**src/rtl/id_stage_pipe.sv**
```systemverilog
`default_nettype none
// ============================================================================
//  Module      : id_stage_pipe
//  Description : RV64I decode stage. Splits the instruction, builds the
//                sign-extended immediate, forwards operands from NUM_FWD later
//                stages, stalls on load-use, and registers the decoded bundle
//                behind a valid/ready handshake with flush.
//  Revision    : 1.0 - initial release
// ============================================================================
module id_stage_pipe #(
  parameter int XLEN    = 64,
  parameter int NUM_FWD = 3,
  parameter int CNT_W   = 16
) (
  input  logic                   clk,
  input  logic                   rst,
  input  logic                   in_valid_i,
  output logic                   in_ready_o,
  input  logic [31:0]            inst_i,
  input  logic [XLEN-1:0]        pc_i,
  output logic [4:0]             rs1_addr_o,
  output logic [4:0]             rs2_addr_o,
  input  logic [XLEN-1:0]        rs1_data_i,
  input  logic [XLEN-1:0]        rs2_data_i,
  input  logic [NUM_FWD*XLEN-1:0] fwd_wdata_i,
  input  logic [NUM_FWD*5-1:0]   fwd_rd_addr_i,
  input  logic [NUM_FWD-1:0]     fwd_wreg_i,
  input  logic [NUM_FWD-1:0]     fwd_pend_i,
  input  logic                   flush_i,
  output logic                   out_valid_o,
  input  logic                   out_ready_i,
  output logic [6:0]             opcode_o,
  output logic [2:0]             funct3_o,
  output logic [6:0]             funct7_o,
  output logic [4:0]             rd_addr_o,
  output logic                   wreg_o,
  output logic [XLEN-1:0]        rs1_data_o,
  output logic [XLEN-1:0]        rs2_data_o,
  output logic [XLEN-1:0]        imm_o,
  output logic [XLEN-1:0]        pc_o,
  output logic [CNT_W-1:0]       stall_cnt_o
);

  localparam logic [6:0] c_OP_LOAD   = 7'b0000011;
  localparam logic [6:0] c_OP_IMM    = 7'b0010011;
  localparam logic [6:0] c_OP_AUIPC  = 7'b0010111;
  localparam logic [6:0] c_OP_IMM32  = 7'b0011011;
  localparam logic [6:0] c_OP_STORE  = 7'b0100011;
  localparam logic [6:0] c_OP_OP     = 7'b0110011;
  localparam logic [6:0] c_OP_LUI    = 7'b0110111;
  localparam logic [6:0] c_OP_OP32   = 7'b0111011;
  localparam logic [6:0] c_OP_BRANCH = 7'b1100011;
  localparam logic [6:0] c_OP_JALR   = 7'b1100111;
  localparam logic [6:0] c_OP_JAL    = 7'b1101111;
  localparam logic [6:0] c_OP_SYSTEM = 7'b1110011;
  localparam logic [CNT_W-1:0] c_CNT_MAX = {CNT_W{1'b1}};

  logic [XLEN-1:0] w_fwd_data [NUM_FWD];
  logic [4:0]      w_fwd_rd   [NUM_FWD];

  logic [6:0]      w_opcode;
  logic [XLEN-1:0] w_rs1_data, w_rs2_data, w_imm;
  logic            w_rs1_pend, w_rs2_pend, w_rs1_used, w_rs2_used;
  logic            w_hazard, w_accept, w_wreg;

  logic            out_valid_q, out_valid_d;
  logic [CNT_W-1:0] stall_cnt_q, stall_cnt_d;
  logic [6:0]      opcode_q, funct7_q;
  logic [2:0]      funct3_q;
  logic [4:0]      rd_addr_q;
  logic            wreg_q;
  logic [XLEN-1:0] rs1_data_q, rs2_data_q, imm_q, pc_q;

  generate
    for (genvar k = 0; k < NUM_FWD; k++) begin : g_fwd_unpack
      assign w_fwd_data[k] = fwd_wdata_i[k*XLEN +: XLEN];
      assign w_fwd_rd[k]   = fwd_rd_addr_i[k*5 +: 5];
    end
  endgenerate

  assign w_opcode   = inst_i[6:0];
  assign rs1_addr_o = inst_i[19:15];
  assign rs2_addr_o = inst_i[24:20];

  // Operand select: scan oldest to youngest so the lowest matching slot wins; x0 is always zero.
  always_comb begin
    w_rs1_data = rs1_data_i;
    w_rs1_pend = 1'b0;
    w_rs2_data = rs2_data_i;
    w_rs2_pend = 1'b0;
    for (int k = NUM_FWD - 1; k >= 0; k--) begin
      if (fwd_wreg_i[k] && (w_fwd_rd[k] == rs1_addr_o)) begin
        w_rs1_data = w_fwd_data[k];
        w_rs1_pend = fwd_pend_i[k];
      end
      if (fwd_wreg_i[k] && (w_fwd_rd[k] == rs2_addr_o)) begin
        w_rs2_data = w_fwd_data[k];
        w_rs2_pend = fwd_pend_i[k];
      end
    end
    if (rs1_addr_o == 5'd0) begin
      w_rs1_data = '0;
      w_rs1_pend = 1'b0;
    end
    if (rs2_addr_o == 5'd0) begin
      w_rs2_data = '0;
      w_rs2_pend = 1'b0;
    end
  end

  // Immediate generation and source-usage decode by opcode.
  always_comb begin
    w_imm      = '0;
    w_rs1_used = !((w_opcode == c_OP_LUI) || (w_opcode == c_OP_AUIPC) || (w_opcode == c_OP_JAL));
    w_rs2_used = (w_opcode == c_OP_OP) || (w_opcode == c_OP_OP32) ||
                 (w_opcode == c_OP_BRANCH) || (w_opcode == c_OP_STORE);
    case (w_opcode)
      c_OP_LOAD, c_OP_IMM, c_OP_IMM32, c_OP_JALR, c_OP_SYSTEM:
        w_imm = {{(XLEN-12){inst_i[31]}}, inst_i[31:20]};
      c_OP_STORE:
        w_imm = {{(XLEN-12){inst_i[31]}}, inst_i[31:25], inst_i[11:7]};
      c_OP_BRANCH:
        w_imm = {{(XLEN-13){inst_i[31]}}, inst_i[31], inst_i[7], inst_i[30:25], inst_i[11:8], 1'b0};
      c_OP_LUI, c_OP_AUIPC:
        w_imm = {{(XLEN-32){inst_i[31]}}, inst_i[31:12], 12'b0};
      c_OP_JAL:
        w_imm = {{(XLEN-21){inst_i[31]}}, inst_i[31], inst_i[19:12], inst_i[20], inst_i[30:21], 1'b0};
      default:
        w_imm = '0;
    endcase
  end

  assign w_wreg     = !((w_opcode == c_OP_BRANCH) || (w_opcode == c_OP_STORE) || (inst_i[11:7] == 5'd0));
  assign w_hazard   = in_valid_i && ((w_rs1_used && w_rs1_pend) || (w_rs2_used && w_rs2_pend));
  assign in_ready_o = !flush_i && !w_hazard && (!out_valid_q || out_ready_i);
  assign w_accept   = in_valid_i && in_ready_o;

  // Output-valid and stall-counter next state; flush dominates hold and accept.
  always_comb begin
    out_valid_d = out_valid_q;
    if (flush_i) begin
      out_valid_d = 1'b0;
    end else if (w_accept) begin
      out_valid_d = 1'b1;
    end else if (out_ready_i) begin
      out_valid_d = 1'b0;
    end
    stall_cnt_d = stall_cnt_q;
    if (w_hazard && !flush_i && (stall_cnt_q != c_CNT_MAX)) begin
      stall_cnt_d = stall_cnt_q + {{(CNT_W-1){1'b0}}, 1'b1};
    end
  end

  // Pipeline register: bundle captured only on accept, otherwise held.
  always_ff @(posedge clk or negedge rst) begin
    if (!rst) begin
      out_valid_q <= 1'b0;
      stall_cnt_q <= '0;
      opcode_q    <= '0;
      funct3_q    <= '0;
      funct7_q    <= '0;
      rd_addr_q   <= '0;
      wreg_q      <= 1'b0;
      rs1_data_q  <= '0;
      rs2_data_q  <= '0;
      imm_q       <= '0;
      pc_q        <= '0;
    end else begin
      out_valid_q <= out_valid_d;
      stall_cnt_q <= stall_cnt_d;
      if (w_accept) begin
        opcode_q   <= w_opcode;
        funct3_q   <= inst_i[14:12];
        funct7_q   <= inst_i[31:25];
        rd_addr_q  <= inst_i[11:7];
        wreg_q     <= w_wreg;
        rs1_data_q <= w_rs1_data;
        rs2_data_q <= w_rs2_data;
        imm_q      <= w_imm;
        pc_q       <= pc_i;
      end
    end
  end

  assign out_valid_o = out_valid_q;
  assign stall_cnt_o = stall_cnt_q;
  assign opcode_o    = opcode_q;
  assign funct3_o    = funct3_q;
  assign funct7_o    = funct7_q;
  assign rd_addr_o   = rd_addr_q;
  assign wreg_o      = wreg_q;
  assign rs1_data_o  = rs1_data_q;
  assign rs2_data_o  = rs2_data_q;
  assign imm_o       = imm_q;
  assign pc_o        = pc_q;

endmodule
`default_nettype wire
```
**config.mk**
```make
export PLATFORM = sky130hd
export DESIGN_NAME = id_stage_pipe
export DESIGN_NICKNAME = d
export VERILOG_FILES = /design/src/rtl/id_stage_pipe.sv
export SDC_FILE = /design/constraint.sdc
export NUM_CORES = 1
export LEC_CHECK = 0
export CAP_MARGIN = 25
export CORE_AREA = 4 4 291 293
export DETAILED_ROUTE_END_ITERATION = 12
export DIE_AREA = 0 0 295 297
export HOLD_SLACK_MARGIN = 0.02
export PLACE_DENSITY_LB_ADDON = 0.08
export SETUP_SLACK_MARGIN = 0.5
export SYNTH_ARGS = -nofsm -noshare
export SYNTH_HDL_FRONTEND = slang
export SYNTH_SLANG_ARGS = --single-unit
export TNS_END_PERCENT = 20
```
**constraint.sdc**
```tcl
create_clock -name clk -period 4.87 [get_ports clk]
set_clock_uncertainty 0.15 [all_clocks]
set_input_delay 0.974 -clock clk [delete_from_list [all_inputs] [get_ports clk]]
set_output_delay 0.974 -clock clk [all_outputs]
set_load 0.005 [all_outputs]
```
==> flow_metrics.env <==
export IMPL_drive_above_1_share_pct=9.74
export IMPL_syn_inst=1823
export IMPL_final_common_cell="clkdlybuf4s50_1"
export IMPL_grt_util_all_layers_pct=18.0
export IMPL_sw_frac_of_total_pct=29.3
export IMPL_utilization_pct=30.7
export IMPL_yosysTopAreaCell="dfrtp_1"
export IMPL_hp_class="in2async"
export IMPL_fmax_mhz=235
export IMPL_p_int_uw=5550
export IMPL_cp_data_arrival_time_ns=3.13
export IMPL_synth_edff_count=0
export IMPL_dp_final_hpwl_mm=63.7
export IMPL_crit_path_start="inst_i[23]"
export IMPL_outcome="completed"
export IMPL_critPathRequiredTime_ns=3.75
export IMPL_crit_cells=11
export IMPL_rr_worst_depth=6
export IMPL_p_leak_uw=0.0110
export IMPL_timing_rr_end="stall_cnt_o[1]"
export IMPL_drv_slew=0
export IMPL_synth_top_area_share_pct=43.6
export IMPL_cts_made_buffers=38
export IMPL_cts_path_max_buffers=3
export IMPL_io_buffers=748
export IMPL_p_clk_share_pct=36.8
export IMPL_max_stage_delay_ns=0.48
export IMPL_ant_nets=0
export IMPL_rr_startpoint="stall_cnt_o[3]"
export IMPL_p_switching_uw=2310
export IMPL_synth_area_top_cells="dfrtp_1 (44%), nand2_1 (14%), a21oi_1 (5.2%)"
export IMPL_dr_pass1_iters=6
export IMPL_syn_to_final_growth_pct=66.2
export IMPL_core_area_mm2=0.0818
export IMPL_grt_pass1_wl_mm=118
export IMPL_insertion_delay_ns=0.55
export IMPL_worstSetupStartpointType="input pin"
export IMPL_tightest_slew_ns=0.935
export IMPL_htreeDepth=2
export IMPL_die_area_mm2=0.0876
export IMPL_r2r_slack_ns=2.54
export IMPL_syn_area_mm2=0.0151
export IMPL_layout_common_cells="clkdlybuf4s50_1 (729), nand2_1 (549), dfrtp_1 (264)"
export IMPL_grt_pass1_vias=16774
export IMPL_drt_wirelength_per_cell_um=22.7
export IMPL_grt_antenna_before_repair=21
export IMPL_max_cap_violations=0
export IMPL_gp_congestion=0.926
export IMPL_synth_cell_types=52
export IMPL_clkSinkCount=264
export IMPL_ys_warn_count=0
export IMPL_seqPwrFrac_pct=34.9
export IMPL_setup_violations=0
export IMPL_ys_ff_latch=264
export IMPL_die_x_um=295
export IMPL_rsz0062_at_grt="no"
export IMPL_worst_setup_path_end_kind="primary output"
export IMPL_ios=749
export IMPL_cp_slowest_cell="or4_1"
export IMPL_period_minus_slack_ns=4.26
export IMPL_comb_power_share_pct=28.3
export IMPL_synthArstFlopShare_pct=100
export IMPL_via_count=15954
export IMPL_critical_path_top_delay_family="buffers and inverters"
export IMPL_vdd_drop_max_mv=0.155
export IMPL_fp_row_count=105
export IMPL_tritoncts="built"
export IMPL_cp_num_buf_inv=5
export IMPL_worstSetupPathType="in2out"
export IMPL_ys_flop_type="dfrtp_1"
export IMPL_finalHoldViolCount=0
export IMPL_post_route_period_util_pct=87.4
export IMPL_cp_max_fo=6
export IMPL_powerDensity_mw_per_mm2=312
export IMPL_grt_start_max_net_pins=130
export IMPL_finalWirelength_mm=81.9
export IMPL_final_nets=2950
export IMPL_drt_initial_drc_count=741
export IMPL_gr_total_overflow=0
export IMPL_slew_headroom_pct=37.7
export IMPL_synthesis_nets=2266
export IMPL_cp_cell_sequence="clkdlybuf4s50_1 > buf_6 > or4_1 > nor2_2 > or3_4 > a211oi_2 > a22oi_2 > buf_4 > inv_1 > nor3_1 > buf_2"
export IMPL_path_clk_slew_ns=0.06
export IMPL_cts_root_buf="clkbuf_16"
export IMPL_die_h_um=297
export IMPL_crit_path_end="in_ready_o"
export IMPL_drc=0
export IMPL_viasPerCell=4.42
export IMPL_hold_slack_ns=0.272
export IMPL_seq_area_frac_synth_pct=43.6
export IMPL_start_util_pct=18.5
export IMPL_syn_avg_cell_area_um2=8.30
area by class of cell:
type / instances / area, µm²
flip-flops and latches: 264 / 6610
multi-input cells: 1360 / 7500
inverters: 6 / 22.5
diodes: 5 / 12.5
well taps: 1070 / 1340
fillers: 8607 / 56700
repair buffers: 837 / 8390
clock inverters: 23 / 283
clock buffers: 46 / 1010
routing by layer:
| metal | routed length, µm | track usage, % | vias to the layer above |
|---|---|---|---|
| met1 | 32400 | 21.1 | 7547 |
| met2 | 39000 | 30.5 | 605 |
| met3 | 8040 | 7.12 | 127 |
| li1 | - | - | 7645 |
| met5 | 215 | 0 | - |
| met4 | 2250 | 5.14 | 30 |
sequential cells by signal (all words and copies together), names as in the netlist:
register	count
pc_o	64
funct3_o	3
out_valid_o	1
wreg_o	1
rs2_data_o	64
stall_cnt_o	16
opcode_o	7
rd_addr_o	5
rs1_data_o	64
funct7_o	7
imm_o	32
stage by stage:
stage	TNS (ns)	cells	setup slack [ns]	power (µW)	cell area, µm²
floorplan	0	1823	0.867	3450	15100
global placement	-0.283	3536	-0.283	5050	23800
detailed placement	-0.222	3536	-0.222	5050	23800
CTS	0	3605	0.536	8050	25100
global route	0	3609	0.502	8320	25200
finish	0	3611	0.613	7860	25200
logic make-up (layout without fill, tap and decap cells):
kind of cell / Yosys count / count (layout) / share of synthesized area [%]
and+or+nand+nor: 719 / 719 / 19.2
AOI/OAI and AO/OA: 529 / 529 / 22.9
DFF: 264 / 264 / 43.6
buffers and inverters: 199 / 912 / 7.26
muxes: 67 / 67 / 4.45
xor gates and xnor gates: 44 / 44 / 2.55
adders and majority gates: 1 / 1 / 0.0826
other: 0 / 5 / 0
power groups by stage:
stage / clock network (µW) / registers (µW) / logic [µW]
3_5_place_dp: 0 / 2780 / 2270
3_3_place_gp: 0 / 2770 / 2280
6_report: 2890 / 2750 / 2220
5_1_grt: 3110 / 2790 / 2420
2_1_floorplan: 0 / 2790 / 660
4_1_cts: 3030 / 2750 / 2270
how the worst min path moves through the flow:
| stage | to | slack, ns | depth (start not counted) |
|---|---|---|---|
| global route | funct3_o[0] | 0.30 | 1 |
| floorplan | imm_o[10] | 0.31 | 2 |
| CTS | funct7_o[1] | 0.29 | 1 |
| finish | funct3_o[0] | 0.27 | 1 |
| detailed placement | imm_o[5] | 0.31 | 2 |
| global placement | opcode_o[1] | 0.31 | 2 |
cell usage after synthesis (4+ instances only):
cell and number:
o31ai_2 57, buf_1 4, xnor2_1 19, nand2_1 550
nand3_1 24, dfrtp_1 264, and2_1 5, a211oi_1 67
buf_4 45, clkbuf_1 93, inv_1 6, o31ai_1 9
a21oi_1 156, buf_6 19, nor3_1 9, or4_1 4
and3_1 6, nor4_1 6, nand4_1 5, buf_2 31
a221oi_1 4, mux2i_1 64, xor2_1 25, nor2b_1 4
nand2_2 10, o21ai_0 153, a31oi_1 66, nor2_1 85
what timing repair did:
item / CTS / global route
setup buffers: 0 / 1
endpoints found under the setup margin: 1 / 1
pin swaps: 2 / 5
hold buffers: 0 / 0
gates resized for setup: 24 / 7
Note: power is estimated with default switching activity, not from simulation.
